--- src/rtl/signed_scan_display_pkg.sv ---
// ============================================================================
//  Module      : signed_scan_display_pkg
//  Description : Shared definitions for the signed scanned display: segment
//                code table, blank pattern, FSM state encoding and the helper
//                that sizes the BCD register from the input width.
//  Revision    : 1.0  initial release
// ============================================================================
`default_nettype none

package signed_scan_display_pkg;

  // Segment pattern for a blanked digit.
  localparam logic [6:0] SEG_BLANK = 7'b0000000;

  // Nibble-indexed segment patterns, entry 0 first.
  localparam logic [6:0] SEG_TABLE [16] = '{
    7'b1110111, 7'b0010010, 7'b1011101, 7'b1011011,
    7'b0111010, 7'b1101011, 7'b1101111, 7'b1010010,
    7'b1111111, 7'b1111011, 7'b1111110, 7'b0101111,
    7'b1100101, 7'b0011111, 7'b1101101, 7'b1101100
  };

  typedef enum logic [1:0] {
    ST_IDLE  = 2'd0,
    ST_CONV  = 2'd1,
    ST_LATCH = 2'd2
  } state_t;

  // Number of decimal digits of 2^(width-1), the largest possible magnitude.
  function automatic int calc_nbcd(input int width);
    logic [63:0] v;
    int          n;
    v = 64'd1 << (width - 1);
    n = 1;
    while (v >= 64'd10) begin
      v = v / 64'd10;
      n = n + 1;
    end
    return n;
  endfunction

endpackage

`default_nettype wire

--- src/rtl/bin2bcd_seq.sv ---
// ============================================================================
//  Module      : bin2bcd_seq
//  Description : Sequential shift-add-3 binary to BCD converter. One input
//                bit is consumed per clock; the result is valid WIDTH cycles
//                after start and is held until the next start.
//  Ports       : clk, rst   clock, synchronous active-high reset
//                start      load bin and begin a conversion
//                bin        unsigned value to convert
//                done       high during the cycle whose edge performs the
//                           final step (bcd is final after that edge)
//                bcd        NBCD packed BCD digits, digit 0 in bits [3:0]
//  Revision    : 1.0  initial release
// ============================================================================
`default_nettype none

module bin2bcd_seq
  import signed_scan_display_pkg::*;
#(
  parameter int WIDTH = 8,
  parameter int NBCD  = calc_nbcd(WIDTH)
) (
  input  logic              clk,
  input  logic              rst,
  input  logic              start,
  input  logic [WIDTH-1:0]  bin,
  output logic              done,
  output logic [4*NBCD-1:0] bcd
);

  localparam int CNT_W = $clog2(WIDTH + 1);

  logic [WIDTH-1:0]  shreg;
  logic [CNT_W-1:0]  cnt;
  logic              running;
  logic [4*NBCD-1:0] bcd_next;

  // Adjust-then-shift per digit. A digit >= 5 becomes digit+3, whose bit 3
  // is the carry into the next digit and whose low bits equal digit-5.
  for (genvar d = 0; d < NBCD; d++) begin : g_digit
    logic [3:0] cur;
    logic       cin;
    assign cur = bcd[4*d +: 4];
    if (d == 0) begin : g_lsd
      assign cin = shreg[WIDTH-1];
    end else begin : g_upper
      assign cin = (bcd[4*(d-1) +: 4] >= 4'd5);
    end
    assign bcd_next[4*d +: 4] = {(cur >= 4'd5) ? 3'(cur - 4'd5) : cur[2:0], cin};
  end

  assign done = running && (cnt == CNT_W'(WIDTH - 1));

  always_ff @(posedge clk) begin
    if (rst) begin
      running <= 1'b0;
      cnt     <= '0;
      shreg   <= '0;
      bcd     <= '0;
    end else if (start) begin
      running <= 1'b1;
      cnt     <= '0;
      shreg   <= bin;
      bcd     <= '0;
    end else if (running) begin
      bcd   <= bcd_next;
      shreg <= shreg << 1;
      cnt   <= cnt + 1'b1;
      if (done) begin
        running <= 1'b0;
      end
    end
  end

endmodule

`default_nettype wire

--- src/rtl/signed_scan_display.sv ---
// ============================================================================
//  Module      : signed_scan_display
//  Description : Captures a signed value, converts its magnitude to hex or
//                decimal digits and time-multiplexes them onto a shared
//                7-segment bus with sign, overflow and leading-zero blanking.
//  Ports       : clk, rst   clock, synchronous active-high reset
//                data_in    signed value, sampled on an accepted load
//                load       request, accepted only while busy=0
//                mode       0 = hex, 1 = decimal (sampled with load)
//                busy       conversion/latch in progress
//                done       one-cycle pulse when the new value is displayed
//                seg        segment pattern of the enabled digit
//                digit_en   one-hot digit select, bit 0 = least significant
//                sign       displayed value is negative
//                ovf        magnitude does not fit in DIGITS digits
//  Revision    : 1.0  initial release
// ============================================================================
`default_nettype none

module signed_scan_display
  import signed_scan_display_pkg::*;
#(
  parameter int WIDTH    = 8,
  parameter int DIGITS   = 3,
  parameter int SCAN_DIV = 1000,
  parameter int LZB      = 1
) (
  input  logic              clk,
  input  logic              rst,
  input  logic [WIDTH-1:0]  data_in,
  input  logic              load,
  input  logic              mode,
  output logic              busy,
  output logic              done,
  output logic [6:0]        seg,
  output logic [DIGITS-1:0] digit_en,
  output logic              sign,
  output logic              ovf
);

  localparam int NBCD  = calc_nbcd(WIDTH);
  localparam int NHEX  = (WIDTH + 3) / 4;
  localparam int NMAX0 = (NBCD > NHEX) ? NBCD : NHEX;
  localparam int NALL  = (NMAX0 > DIGITS) ? NMAX0 : DIGITS;
  localparam int VW    = 4 * NALL;
  localparam int CNT_W = (SCAN_DIV > 1) ? $clog2(SCAN_DIV) : 1;
  localparam int IDX_W = (DIGITS > 1) ? $clog2(DIGITS) : 1;

  state_t                  state;
  logic                    sign_cap;
  logic                    mode_cap;
  logic [WIDTH-1:0]        mag_cap;
  logic [WIDTH-1:0]        mag;
  logic                    accept;
  logic                    conv_done;
  logic [4*NBCD-1:0]       bcd;
  logic [VW-1:0]           vec;
  logic                    ovf_next;
  logic [DIGITS-1:0][3:0]  disp;
  logic [DIGITS-1:0]       blank;
  logic [CNT_W-1:0]        scan_cnt;
  logic [IDX_W-1:0]        idx;
  logic [3:0]              sel;
  logic                    sel_blank;

  // Unsigned negation is exact for the most negative input (-2^(W-1)).
  assign mag    = data_in[WIDTH-1] ? (-data_in) : data_in;
  assign accept = load && (state == ST_IDLE);

  bin2bcd_seq #(
    .WIDTH (WIDTH),
    .NBCD  (NBCD)
  ) u_bin2bcd (
    .clk   (clk),
    .rst   (rst),
    .start (accept && mode),
    .bin   (mag),
    .done  (conv_done),
    .bcd   (bcd)
  );

  // Candidate digits, zero-extended to cover every digit position that could
  // be nonzero as well as every displayed digit.
  assign vec = mode_cap ? VW'(bcd) : VW'(mag_cap);

  if (NALL > DIGITS) begin : g_ovf
    assign ovf_next = |vec[VW-1:4*DIGITS];
  end else begin : g_no_ovf
    assign ovf_next = 1'b0;
  end

  always_ff @(posedge clk) begin
    if (rst) begin
      state    <= ST_IDLE;
      busy     <= 1'b0;
      done     <= 1'b0;
      sign     <= 1'b0;
      ovf      <= 1'b0;
      disp     <= '0;
      sign_cap <= 1'b0;
      mode_cap <= 1'b0;
      mag_cap  <= '0;
    end else begin
      done <= 1'b0;
      case (state)
        ST_IDLE: begin
          if (load) begin
            sign_cap <= data_in[WIDTH-1];
            mag_cap  <= mag;
            mode_cap <= mode;
            busy     <= 1'b1;
            state    <= mode ? ST_CONV : ST_LATCH;
          end
        end
        ST_CONV: begin
          if (conv_done) begin
            state <= ST_LATCH;
          end
        end
        ST_LATCH: begin
          // Display registers only change here, so the old value stays up
          // for the whole conversion.
          disp  <= vec[4*DIGITS-1:0];
          sign  <= sign_cap;
          ovf   <= ovf_next;
          busy  <= 1'b0;
          done  <= 1'b1;
          state <= ST_IDLE;
        end
        default: begin
          state <= ST_IDLE;
          busy  <= 1'b0;
        end
      endcase
    end
  end

  // Leading-zero run from the top digit down; digit 0 is never blanked and
  // an overflowing value is always shown in full.
  always_comb begin
    logic run;
    blank = '0;
    run   = (LZB != 0) && !ovf;
    for (int i = DIGITS - 1; i >= 1; i--) begin
      run      = run && (disp[i] == 4'd0);
      blank[i] = run;
    end
  end

  always_ff @(posedge clk) begin
    if (rst) begin
      scan_cnt <= '0;
      idx      <= '0;
    end else if (scan_cnt == CNT_W'(SCAN_DIV - 1)) begin
      scan_cnt <= '0;
      idx      <= (idx == IDX_W'(DIGITS - 1)) ? '0 : idx + 1'b1;
    end else begin
      scan_cnt <= scan_cnt + 1'b1;
    end
  end

  always_comb begin
    sel       = 4'd0;
    sel_blank = 1'b0;
    for (int i = 0; i < DIGITS; i++) begin
      if (idx == IDX_W'(i)) begin
        sel       = disp[i];
        sel_blank = blank[i];
      end
    end
  end

  // Both derive from the same registers, so they switch on the same edge.
  assign seg      = sel_blank ? SEG_BLANK : SEG_TABLE[sel];
  assign digit_en = DIGITS'(1) << idx;

endmodule

`default_nettype wire

--- config.mk ---
export PLATFORM = sky130hd
export DESIGN_NAME = signed_scan_display
export DESIGN_NICKNAME = d
export VERILOG_FILES = /design/src/rtl/signed_scan_display_pkg.sv /design/src/rtl/bin2bcd_seq.sv /design/src/rtl/signed_scan_display.sv
export SDC_FILE = /design/constraint.sdc
export NUM_CORES = 1
export LEC_CHECK = 0
export CORE_MARGIN = 1.5
export CORE_UTILIZATION = 25
export DETAILED_ROUTE_END_ITERATION = 16
export GPL_ROUTABILITY_DRIVEN = 1
export GPL_TIMING_DRIVEN = 0
export PLACE_DENSITY = 0.4
export SETUP_SLACK_MARGIN = 0.5
export SYNTH_ARGS = -nofsm -noshare
export SYNTH_HDL_FRONTEND = slang
export SYNTH_SLANG_ARGS = --single-unit
--- constraint.sdc ---
create_clock -name clk -period 1.92 [get_ports clk]
set_input_delay 0.384 -clock clk [delete_from_list [all_inputs] [get_ports clk]]
set_output_delay 0.384 -clock clk [all_outputs]
set_load 0.05 [all_outputs]
## After elaboration in Yosys (flattened, before gate mapping)

Memories as Yosys holds them, arrays and structs flattened.
Index checks and enable logic that the tools add are counted.

- Add/sub/neg operators: 7
- Multiply operators: 0
- Divide/modulo/power cells: 0
- Order comparisons: 4
- Equal/unequal tests: 8
- Shift operators: 1
- Muxes and demuxes: 26
- Bitwise operators: 2
- Reduce and logical (&&, ||, !) cells: 14

Operator list:

| operator | number |
|---|---|
| 8-bit two-way mux | 3 |
| 7-bit two-way mux | 3 |
| 4-bit by 3-bit greater-or-equal comparator with 1-bit output, second input constant | 3 |
| 12-bit two-way mux | 1 |
| 4-bit two-way mux | 3 |
| 10-bit by 1-bit adder with 10-bit output, second input constant | 1 |
| 10-bit == test, second input constant | 1 |
| 3-bit two-way mux | 3 |
| 3-bit subtractor, second input constant | 3 |
| 4-bit zero test | 2 |
| 2-bit two-way mux | 4 |
| 8-bit negator | 1 |
| 1-bit two-way mux | 7 |
| 2-bit AND reduction | 3 |
| 5-bit greater-or-equal comparator, second input constant | 1 |
| 4-bit NOT with 5-bit output | 1 |
| 4-bit by 1-bit adder with 4-bit output, second input constant | 1 |
| 2-bit by 1-bit == test with 1-bit output, second input constant | 2 |
| 2-bit == test, second input constant | 2 |
| 4-bit by 3-bit == test with 1-bit output, second input constant | 1 |
| 1-bit logical AND | 4 |
| 2-bit zero test | 2 |
| 2-bit != test, second input constant | 2 |
| 2-bit one-hot mux with 2 select lines | 1 |
| other kinds (6) | 7 |

- Flip-flop bits (word level): 64
- Latch bits: 0
- Memory bits (writable): 0
- ROM bits: 112
- Input bits: 12
- Output and inout bits: 14
- Memories kept: 1

Memory list:

| memory | words | bits a word | read ports | clocked after memory_dff | write ports | line | source |
|---|---|---|---|---|---|---|---|
| (no name shown) | 16 | 7 | 1 | 0 | 0 | signed_scan_display.sv:174 | `assign seg = sel_blank ? SEG_BLANK : SEG_TABLE[sel];` |

## Longest topological paths before layout

Gate-level depths: netlist of the first run.

- Word-level depth: 9
- Gate-level depth with buffers: 8

## Cells and area by module

A second synthesis of the first run with hierarchy kept.

- Cell total of the unflattened synthesis: 396
- Area total of the unflattened synthesis: 3499.6 µm²

By module, submodules not included:

| module | instances | cells each | area each (µm²) | seq. area each (µm²) |
|---|---|---|---|---|
| signed_scan_display | 1 | 248 | 2170.8 | 780.7 |
| bin2bcd_seq | 1 | 148 | 1328.8 | 500.5 |

## Worst setup path after synthesis of the first run

No wires, ideal clock.

- Path type: register to output
- From: register idx[1]
- To: output port seg[5]
- Arrival time: 2.517 ns
- Data required time: 1.536 ns
- Path slack: -0.981 ns
- Cell stages (with the launch flop): 8
- Path buffers: 1
- Cells stage by stage: dfxtp_1 > buf_6 > mux2i_1 > o22ai_2 > inv_2 > ha_1 > o21ai_1 > a221oi_1

- Cells in the longest elaborated chain, start to end: 9
- Elaborated cells on any way between the ends: 13

RTL lines:

| element | line | source |
|---|---|---|
| from (decl) | signed_scan_display.sv:62 | `logic [IDX_W-1:0] idx;` |
| from (signal assigned) | signed_scan_display.sv:156 | `idx <= (idx == IDX_W'(DIGITS - 1)) ? '0 : idx + 1'b1;` |
| 2-bit zero test | signed_scan_display.sv:166 | `if (idx == IDX_W'(i)) begin` |
| 4-bit two-way mux (3 in series) | signed_scan_display.sv:166 |  |
| 4-bit NOT with 5-bit output (implied by the code) | signed_scan_display.sv:174 |  |
| memory 16 x 7 bit | - |  |
| 7-bit two-way mux (implied by the code) (2 in series) | signed_scan_display.sv:174 |  |
| 7-bit two-way mux * | signed_scan_display.sv:174 |  |
| to (decl) | signed_scan_display.sv:35 | `output logic [6:0] seg,` |

Mark *: on every way between the ends. The rest lies on a longest branch, timed or not. The select of a mux whose other input is x is not followed.

## Worst setup path after layout of the first run

- From: register idx[1]
- To: output port seg[0]

Same word-level chain as after synthesis.

==> results of run 1 <==
flip-flops by register name, indices dropped and copies added, names as in the netlist:
register	flops
u_bin2bcd.running	1
done	1
sign	1
sign_cap	1
idx	2
mode_cap	1
scan_cnt	10
state	2
u_bin2bcd.bcd	12
busy	1
disp	12
mag_cap	8
u_bin2bcd.shreg	8
u_bin2bcd.cnt	4
path summary, 6_finish.rpt:
| kind | from | end | slack [ns] | cells after the start |
|---|---|---|---|---|
| setup / recovery | idx[1] | seg[0] | -0.56 | 8 |
| hold / removal | data_in[0] | u_bin2bcd.shreg[0] | 0.39 | 3 |
| setup reg to reg | u_bin2bcd.bcd[9] | u_bin2bcd.bcd[9] | 0.57 | 8 |
| hold reg to reg | mag_cap[7] | mag_cap[7] | 0.45 | 2 |
stage by stage:
step	hold slack [ns]	instances
2_1_floorplan	0.4132	380
3_3_place_gp	0.4254	575
3_5_place_dp	0.4328	575
4_1_cts	0.4032	604
5_1_grt	0.3891	612
6_report	0.3866	612
cell usage after synthesis (2+ instances only):
library cell and count:
a211oi_1 24, a21oi_1 28, a221oi_2 2, buf_2 9, buf_6 2, clkbuf_1 9, dfxtp_1 64, ha_1 15
inv_1 13, mux2i_1 30, nand2_1 33, nand2b_1 8, nand3_1 12, nand3b_1 3, nand4_1 2, nor2_1 56
nor2_2 2, nor2b_1 6, nor3_1 5, nor4_1 3, o21ai_0 4, o21ai_1 3, or3_1 2, xnor2_1 11
xor2_1 11
per-layer routing:
layer  track usage, %  vias up
li1                 -     1427
met1            15.46     1274
met2            21.58       32
met3            3.295        9
met4            3.887        0
met5                0        -
power by group through the flow:
| stage | Sequential (W) | Clock, W | Combinational, W |
|---|---|---|---|
| after floorplan | 0.00147 | 0 | 0.000454 |
| after global routing | 0.00146 | 0.00174 | 0.000788 |
| after CTS | 0.00144 | 0.00167 | 0.000686 |
| after detailed placement | 0.00147 | 0 | 0.000628 |
| final | 0.00145 | 0.00163 | 0.000720 |
| after global placement | 0.00147 | 0 | 0.000627 |
timing repair:
action                                  CTS  global route
hold buffers                              0             0
endpoints found under the setup margin   66            59
pin swaps                                15            20
hold endpoints to repair                  0             0
setup buffers                            13             8
resized for setup                       139            74
logic make-up (layout without fill, tap and decap cells):
logic type                 Yosys count  after routing
AOI/OAI and AO/OA                   74             74
and+or+nand+nor                    138            138
DFF                                 64             64
xor gates and xnor gates            22             22
other                                1              1
adders and majority gates           15             15
buffers and inverters               36             96
muxes                               30             30
final cells by class:
| class | count | area [um2] | share of cell area [%] |
|---|---|---|---|
| clock inverters | 5 | 56.30 | 1.184 |
| well taps | 172 | 215.2 | 4.526 |
| plain buffers | 22 | 176.4 | 3.711 |
| inverters | 14 | 57.56 | 1.211 |
| multi-input cells | 280 | 2308 | 48.55 |
| flip-flops and latches | 64 | 1305 | 27.45 |
| repair buffers | 44 | 392.9 | 8.263 |
| clock buffers | 11 | 242.7 | 5.105 |
critical path, stage by stage (launching register included):
cell and delay (ns):
dfxtp_4 0.37, buf_8 0.13, mux2i_4 0.18, o22ai_4 0.25, ha_1 0.31, a21oi_2 0.15
o21ai_2 0.08, a21oi_4 0.15, buf_6 0.17
==> metrics, run 1 <==
gr usage total 12.60%; final setup TNS -3.496 ns; Avg Cell Area, Syn 8.637 um2; XOR/XNOR Fraction of Synth Area 5.871%; outcome complete, but fails checks; area delta synth->final 44.87%; GPL Wtd Cong 0.7277; kind of critical path flip-flop to output port; DP Worst Slack -1.007 ns; Root Buffer clkbuf_16; Pleak 1.736 nW; worst clock skew 0.009888 ns; CP Launch Type flip-flop; FF+latch count, synth 64; TritonRoute pass-1 iters 4; antenna violations before repair 0; synthesized area 0.003282 mm2; first-pass GRT wire length 13.90 mm; post-synthesis sequential area ratio 39.04%; ANT nets after route 0; Peak VDD IR 0.3247 mV; Main synth FF type dfxtp_1; number of nets in the layout 462; CTS Buf Count 9; met2 wire length 4.044 mm; period utilisation layout 129.1%; core area 0.01272 mm2; drt first-iter violations 80; MaxCap Viol Count 0; multiplexer share of the synthesized area 9.150%; clk slew on worst S/H paths 0.05 ns; f_max 0.4035 GHz; input/output buffers 23; Wirelength per Cell 13.68 um; largest fanout on the critical path 5; post-route cell area 0.004755 mm2; grt total ovfl 0; cells after synthesis 380; Synth area leaders dfxtp_1 39%, mux2i_1 9.1%, nor2_1 6.4%; slew margin rel. 66.68%; Hold Fails Final Rpt 0; Final setup viols 7; Sw Share 27.88%; Worst-Skew Late Latency 0.33 ns; Synth top area share 39.04%; WL final 8.370 mm; Post-Synth Simple-Gate Area 19.14%; failing checks negative setup slack; routed vias 2742; Comb power frac 19.0%; commonest non-fill, non-tap cell in the layout nor2_1; crit end category output port; CTS tree done; Yosys top cell by area dfxtp_1; Die W 117.6 um; vias in the first global route 2731; Post-synth ARST share 0%; EDFF count, synth 0; Mapped Nets 407; met3 WL 230 um; CTS H-tree lvls 3; Total Power 0.003797 W; net switching power 0.001059 W; Core Rows 41; die area 0.01382 mm2; clock tree buffer depth 2; top layer in use met4; Detail Placement HPWL 5.900 mm; Distinct cells, synth 48; met1 wire length 4.001 mm; DRC viols 0; via/cell ratio 4.480; Internal Power 0.002739 W; Starting Density 25.80%; synth warn 0; share of layout cells above drive strength 1 35.23%; Pins Over Slew Limit 0; PD cells 798.7 mW/mm2; final worst setup slack -0.5585 ns; clk sink count 64; DP Area 0.003901 mm2; final core utilization 37.37%; Worst EP arrival 2.09 ns; Worst-Margin Slew 0.4952 ns; Min-Delay Path Class input pin to flip-flop; Layout fillers 1344; Clock power frac 42.9%; ANT cells 0; Compound-Gate Fraction of Synth Area 15.82%; RSZ-0062 raised after global routing true; main combinational cell family by area after synthesis simple AND/OR/NAND/NOR gates; area share of fa/ha/maj cells after synthesis 5.719%; most frequent cells in the layout 53 x nor2_1, 51 x dfxtp_1, 30 x nand2_1, 28 x mux2i_1, 22 x a211oi_1; WP data required 1.54 ns; largest net degree at the start of global routing 12; min Tclk post-route 2.479 ns; I/O Pins 26; Die H 117.6 um; Sequential Power Share 38.2%
(Power assumes the default switching activity.)
==> run 2: changes to the inputs <==
--- a/config.mk
+++ b/config.mk
@@ -7,6 +7,7 @@
 export LEC_CHECK = 0
 export CORE_MARGIN = 1.5
 export CORE_UTILIZATION = 25
+export CTS_CLUSTER_DIAMETER = 200
 export DETAILED_ROUTE_END_ITERATION = 16
 export GPL_ROUTABILITY_DRIVEN = 1
 export GPL_TIMING_DRIVEN = 0
==> results of run 2 <==
Final layout, timing and power as in run 1 (identical DEF).
